### src/rtl/uart_tx_fifo.sv
// UART transmit holding FIFO with first-word-fall-through head output.
// Registered empty/full/half/level status and sticky over/underflow flags.
module uart_tx_fifo #(
  parameter int pDepth = 4,
  parameter int pWidth = 8
) (
  input  logic              Clk,
  input  logic              Rst,
  input  logic              Clr,
  input  logic              WE,
  input  logic [pWidth-1:0] DI,
  input  logic              RE,
  output logic [pWidth-1:0] DO,
  output logic              EF,
  output logic              FF,
  output logic              HF,
  output logic [pDepth:0]   Cnt,
  output logic              OVF,
  output logic              UNF
);

  localparam int lpDepth = 1 << pDepth;
  localparam logic [pDepth:0] lpFull = (pDepth+1)'(lpDepth);
  localparam logic [pDepth:0] lpHalf = (pDepth+1)'(lpDepth / 2);
  localparam logic [pDepth:0] lpOne  = (pDepth+1)'(1);

  logic [pWidth-1:0] r_mem [lpDepth];
  logic [pDepth-1:0] r_wa;
  logic [pDepth-1:0] r_ra;
  logic [pDepth:0]   r_cnt;
  logic              r_ef;
  logic              r_ff;
  logic              r_hf;
  logic              r_ovf;
  logic              r_unf;

  logic              w_flush;
  logic              w_wr;
  logic              w_rd;
  logic [pDepth:0]   w_cnt_nxt;

  assign w_flush = Rst | Clr;
  assign w_wr    = WE & (~r_ff | RE);
  assign w_rd    = RE & ~r_ef;

  always_comb begin
    w_cnt_nxt = r_cnt;
    if (w_wr & ~w_rd)
      w_cnt_nxt = r_cnt + lpOne;
    else if (w_rd & ~w_wr)
      w_cnt_nxt = r_cnt - lpOne;
  end

  // Storage has no reset; flush only moves the pointers.
  always_ff @(posedge Clk) begin
    if (w_wr & ~w_flush)
      r_mem[r_wa] <= DI;
  end

  always_ff @(posedge Clk) begin
    if (w_flush) begin
      r_wa  <= '0;
      r_ra  <= '0;
      r_cnt <= '0;
      r_ef  <= 1'b1;
      r_ff  <= 1'b0;
      r_hf  <= 1'b0;
      r_ovf <= 1'b0;
      r_unf <= 1'b0;
    end else begin
      if (w_wr)
        r_wa <= r_wa + 1'b1;
      if (w_rd)
        r_ra <= r_ra + 1'b1;
      r_cnt <= w_cnt_nxt;
      r_ef  <= (w_cnt_nxt == '0);
      r_ff  <= (w_cnt_nxt == lpFull);
      r_hf  <= (w_cnt_nxt >= lpHalf);
      if (WE & r_ff & ~RE)
        r_ovf <= 1'b1;
      if (RE & r_ef)
        r_unf <= 1'b1;
    end
  end

  assign DO  = r_mem[r_ra];
  assign EF  = r_ef;
  assign FF  = r_ff;
  assign HF  = r_hf;
  assign Cnt = r_cnt;
  assign OVF = r_ovf;
  assign UNF = r_unf;

endmodule

### config.mk
export PLATFORM = sky130hd
export DESIGN_NAME = uart_tx_fifo
export DESIGN_NICKNAME = d
export VERILOG_FILES = /design/src/rtl/uart_tx_fifo.sv
export SDC_FILE = /design/constraint.sdc
export NUM_CORES = 1
export LEC_CHECK = 0
export BUFFER_PORTS_ARGS = -buffer_cell sky130_fd_sc_hd__buf_2
export CORE_ASPECT_RATIO = 1.25
export CORE_MARGIN = 2
export CORE_UTILIZATION = 65
export CTS_CLUSTER_SIZE = 24
export DETAILED_ROUTE_END_ITERATION = 8
export GPL_TIMING_DRIVEN = 0
export PLACE_DENSITY_LB_ADDON = 0.3
export SYNTH_ARGS = -nofsm -noshare
export SYNTH_HDL_FRONTEND = slang
export SYNTH_SLANG_ARGS = --single-unit
export TNS_END_PERCENT = 5
### constraint.sdc
create_clock -name Clk -period 5 [get_ports Clk]
set_clock_uncertainty 0.05 [all_clocks]
set_input_delay 1 -clock Clk [delete_from_list [all_inputs] [get_ports Clk]]
set_output_delay 1 -clock Clk [all_outputs]
set_load 0.005 [all_outputs]
Word-level counts from Yosys, hierarchy flattened. Memory sizes are Yosys's and may differ from the RTL's. A register that Yosys moved wholly into a read port is not among the register bits. Index checks and enable logic that the tools add are counted.

Flip-flop bits (word level): 18. Latch bits: 0. Bits in writable memories: 128. ROM bits: 0. Bits of input ports: 13. Output and inout port bits: 18. Memories kept: 1.

Add/subtract/negate cells: 4. $mul: 0. Div/mod/pow operators: 0. Order comparisons: 1. Equal/unequal tests: 1. Shifts and indexed selects: 0. Mux-type cells: 6. Bitwise logic cells: 16. Reduce and logical (&&, ||, !) cells: 1.

Memory list: r_mem (depth 16, width 8, rd ports 1, clocked after Yosys merged registers in 1, wr ports 1, line 27) `logic [pWidth-1:0] r_mem [lpDepth];`.

Operator list (number): $mux W5 (2); $add A4 B1 Y4 const B (2); $and A1 B1 Y1 (8); $mux W4 (2); $not A1 Y1 (6); $add A5 B1 Y5 const B (1); $eq A5 B5 Y1 const B (1); $ge A5 B4 Y1 const B (1); $logic_not A5 Y1 (1); $sub A5 B1 Y5 const B (1); $mux W1 (2); $or A1 B1 Y1 (2).

Depth between registers and ports, before layout.
Word-level depth: 8. Mapped depth: 7. Mapped depth without buffers: 7.

Worst setup path before layout. Ideal clock, no wire load.

Path kind: register to output. Start point: reg (tool-made name). End point: out DO[0]. Data arrival time: 1.570 ns. Required time: 3.950 ns. Setup slack: 2.380 ns. Cell stages (with the launch flop): 5. Path buffers: 2. Cells stage by stage: dfxtp_1 -> buf_6 -> buf_6 -> mux4_1 -> mux4_2.

RTL lines: end: declaration (line 13) `output logic [pWidth-1:0] DO,`.

==> metrics.yaml <==
status:
  outcome: "completed"
layout:
  fillers: 514
  area_growth_pct: 14.6
  n_antenna_cell: 0
  nets: 383
  multiInputGateArea_um2: 1680
  layout_commonest_cell: "edfxtp_1"
  final_cells: 499
  final_cell_area_um2: 6960
  fin_util_pct: 76.3
  final_cell_mix: "128 x edfxtp_1, 31 x buf_2, 28 x mux4_1, 22 x dfxtp_1, 22 x nor2_1"
  layout-drive-gt1-share_pct: 21.8
  regArea_um2: 4280
logic_synthesis:
  synth_top_family_by_area: "multiplexers"
  synthSimpleGateAreaFrac_pct: 6.36
  synth.distinct_cells: 39
  syn_area_um2: 6080
  ys.flop_type: "edfxtp_1"
  synth-seq-cells: 150
  yosysSeqAreaShare_pct: 70.5
  yosys_warnings: 0
  synth_fa_ha_area_share_pct: 1.44
  synth_mux_area_share_pct: 16.6
  syn-mean-instance-area_um2: 19.4
  synth_nets: 334
  synth_edf_count: 128
  ys_async_sr_fraction_pct: 0
  synth_top_area_share_pct: 63.2
  synth_compound_area_share_pct: 2.20
  synth_area_leaders: "edfxtp_1 63%, mux4_1 12%, dfxtp_1 7.2%"
  yosys.area.top_type: "edfxtp_1"
  syn_inst: 314
  yosys.area_share.xor_xnor_pct: 1.15
placed_design:
  dp_cells: 467
  place_hpwl_mm: 7.60
  port_buffers: 30
  placed_area_um2: 6380
  place_worst_setup_slack_ns: 1.87
  place_congestion: 0.806
sta:
  fmax_mhz: 279
  slew-limit-headroom_pct: 38.8
  hold_ws_ns: 0.431
  rsz0062_at_grt: "false"
  fin_ws_ns: 1.41
  slew_violations: 0
  period_share_pct: 71.7
  tightestPinTransition_ns: 0.918
  tns_ns: 0
  final-setup-viol-count: 0
  hold_viol_final: 0
  final.min_clock_period_ns: 3.59
floorplanning:
  initial_core_util_pct: 66.6
  die_height_um: 112
  io_pins: 31
  coreArea_um2: 9130
  die_area_um2: 10100
  num_rows: 39
  die_w_um: 90.5
clock_tree:
  path_clk_slew_ns: 0.06
  cts_tree: "done"
  cts.root.buffer_cell: "clkbuf_16"
  clock-sinks: 150
  postCtsSetupBuffers: 0
  hold_buffers: 0
  cts_buffers: 17
  h-tree-depth: 4
  cts_resized: 0
  clk_latency_ns: 0.42
  cts_buffer_depth: 2
detailed_routing:
  wirelength_mm: 13.6
  ant_nets: 0
  drt-pass1-iter-count: 5
  vias: 3214
  drtIter0Drc: 318
  wl_per_cell_um: 27.2
  drt-met1-wl_mm: 4.82
  highest_layer: "met4"
  wl_met2_mm: 7.58
  drcViolationCount: 0
  via_per_inst: 6.44
  wl_met3_um: 676
worst_setup_path:
  worstReg2RegStart: "FF"
  critical_path_buf_inv_count: 2
  worstSetupPathType: "reg2out"
  crit_arrival_ns: 2.54
  cp_cell_sequence: "clkbuf_1 -> mux4_1 -> mux4_2 -> buf_2"
  cp.required_ns: 3.95
  critPathLaunchType: "register"
  crit_family: "multiplexers"
  critPathSlowestCell: "clkbuf_1"
  cp_max_fo: 10
  critPathMaxStageDelay_ns: 0.59
  endpoint_kind: "output port"
global_routing:
  grtUsageTotal_pct: 29.1
  overflow: 0
  grt_pass1_wl_mm: 20.2
  grt_pass1_vias: 3331
  antenna_found_initial: 0
  grt_max_degree: 17
min_path:
  min-delay-start: "UNF"
  hp-class: "reg2reg"
pwr:
  pwr_density_cell_nw_per_um2: 386
  p_leak_nw: 2.32
  total_power_mw: 2.69
  ir_worst_vdd_mv: 0.365
run:
  drv_cap: 0
registers in the layout, indices dropped and copies added, names as in the netlist, named ones only:
register,count
Cnt,5
EF,1
FF,1
HF,1
OVF,1
UNF,1
r_mem,128
r_ra,4
r_wa,4
tightest hold or removal path: stages, from the launching register on:
cell and delay, ns:
dfxtp_1 0.33, nor2_1 0.05, nor2_1 0.07
synth_stat cells, drive strengths merged, types with 3 or more instances:
cell type / n
o21a: 4
nand2: 5
ha: 7
xnor2: 5
inv: 7
clkbuf: 4
nor4: 5
mux4: 40
xor2: 3
edfxtp: 128
a21oi: 4
nand3: 3
and2: 17
buf: 9
nand2b: 3
dfxtp: 22
and4: 3
nor2: 23
o21ai: 4
final cells by class:
class,instances,area share (%)
inverter,7,0.377
buffer,13,1.20
tap,123,2.21
clock inverter,15,2.23
timing repair buffer,30,2.16
multi-input combinational,144,24.2
sequential,150,61.5
clock buffer,17,6.11
per-layer routing:
layer / up-vias / track usage [%]
met2: 140 / 53.0
met3: 39 / 6.24
li1: 1386 / -
met1: 1649 / 32.4
met4: 0 / 13.8
met5: - / 0
kinds of logic (layout without fill, tap and decap cells):
group,count (synthesis),in the layout
flip-flops,150,150
AND/OR/NAND/NOR,69,69
multiplexers,40,40
AO/OA/AOI/OAI,20,20
buffers and inverters,20,82
XOR/XNOR,8,8
adder cells (fa/ha/maj),7,7
power by group:
| group | switching, mW | total, mW | internal (mW) | leakage, nW |
|---|---|---|---|---|
| registers | 0.00580 | 1.37 | 1.36 | 1.33 |
| clock network | 0.510 | 1.25 | 0.735 | 0.271 |
| logic | 0.0466 | 0.0765 | 0.0299 | 0.723 |
path summary, 6_finish.rpt:
kind,slack [ns],end,cells after the start
max,1.41,DO[0],4
min,0.43,UNF,2
max reg2reg,2.94,r_mem[1][6],4
min reg2reg,0.43,UNF,2
Note: power is estimated with default switching activity, not from simulation.
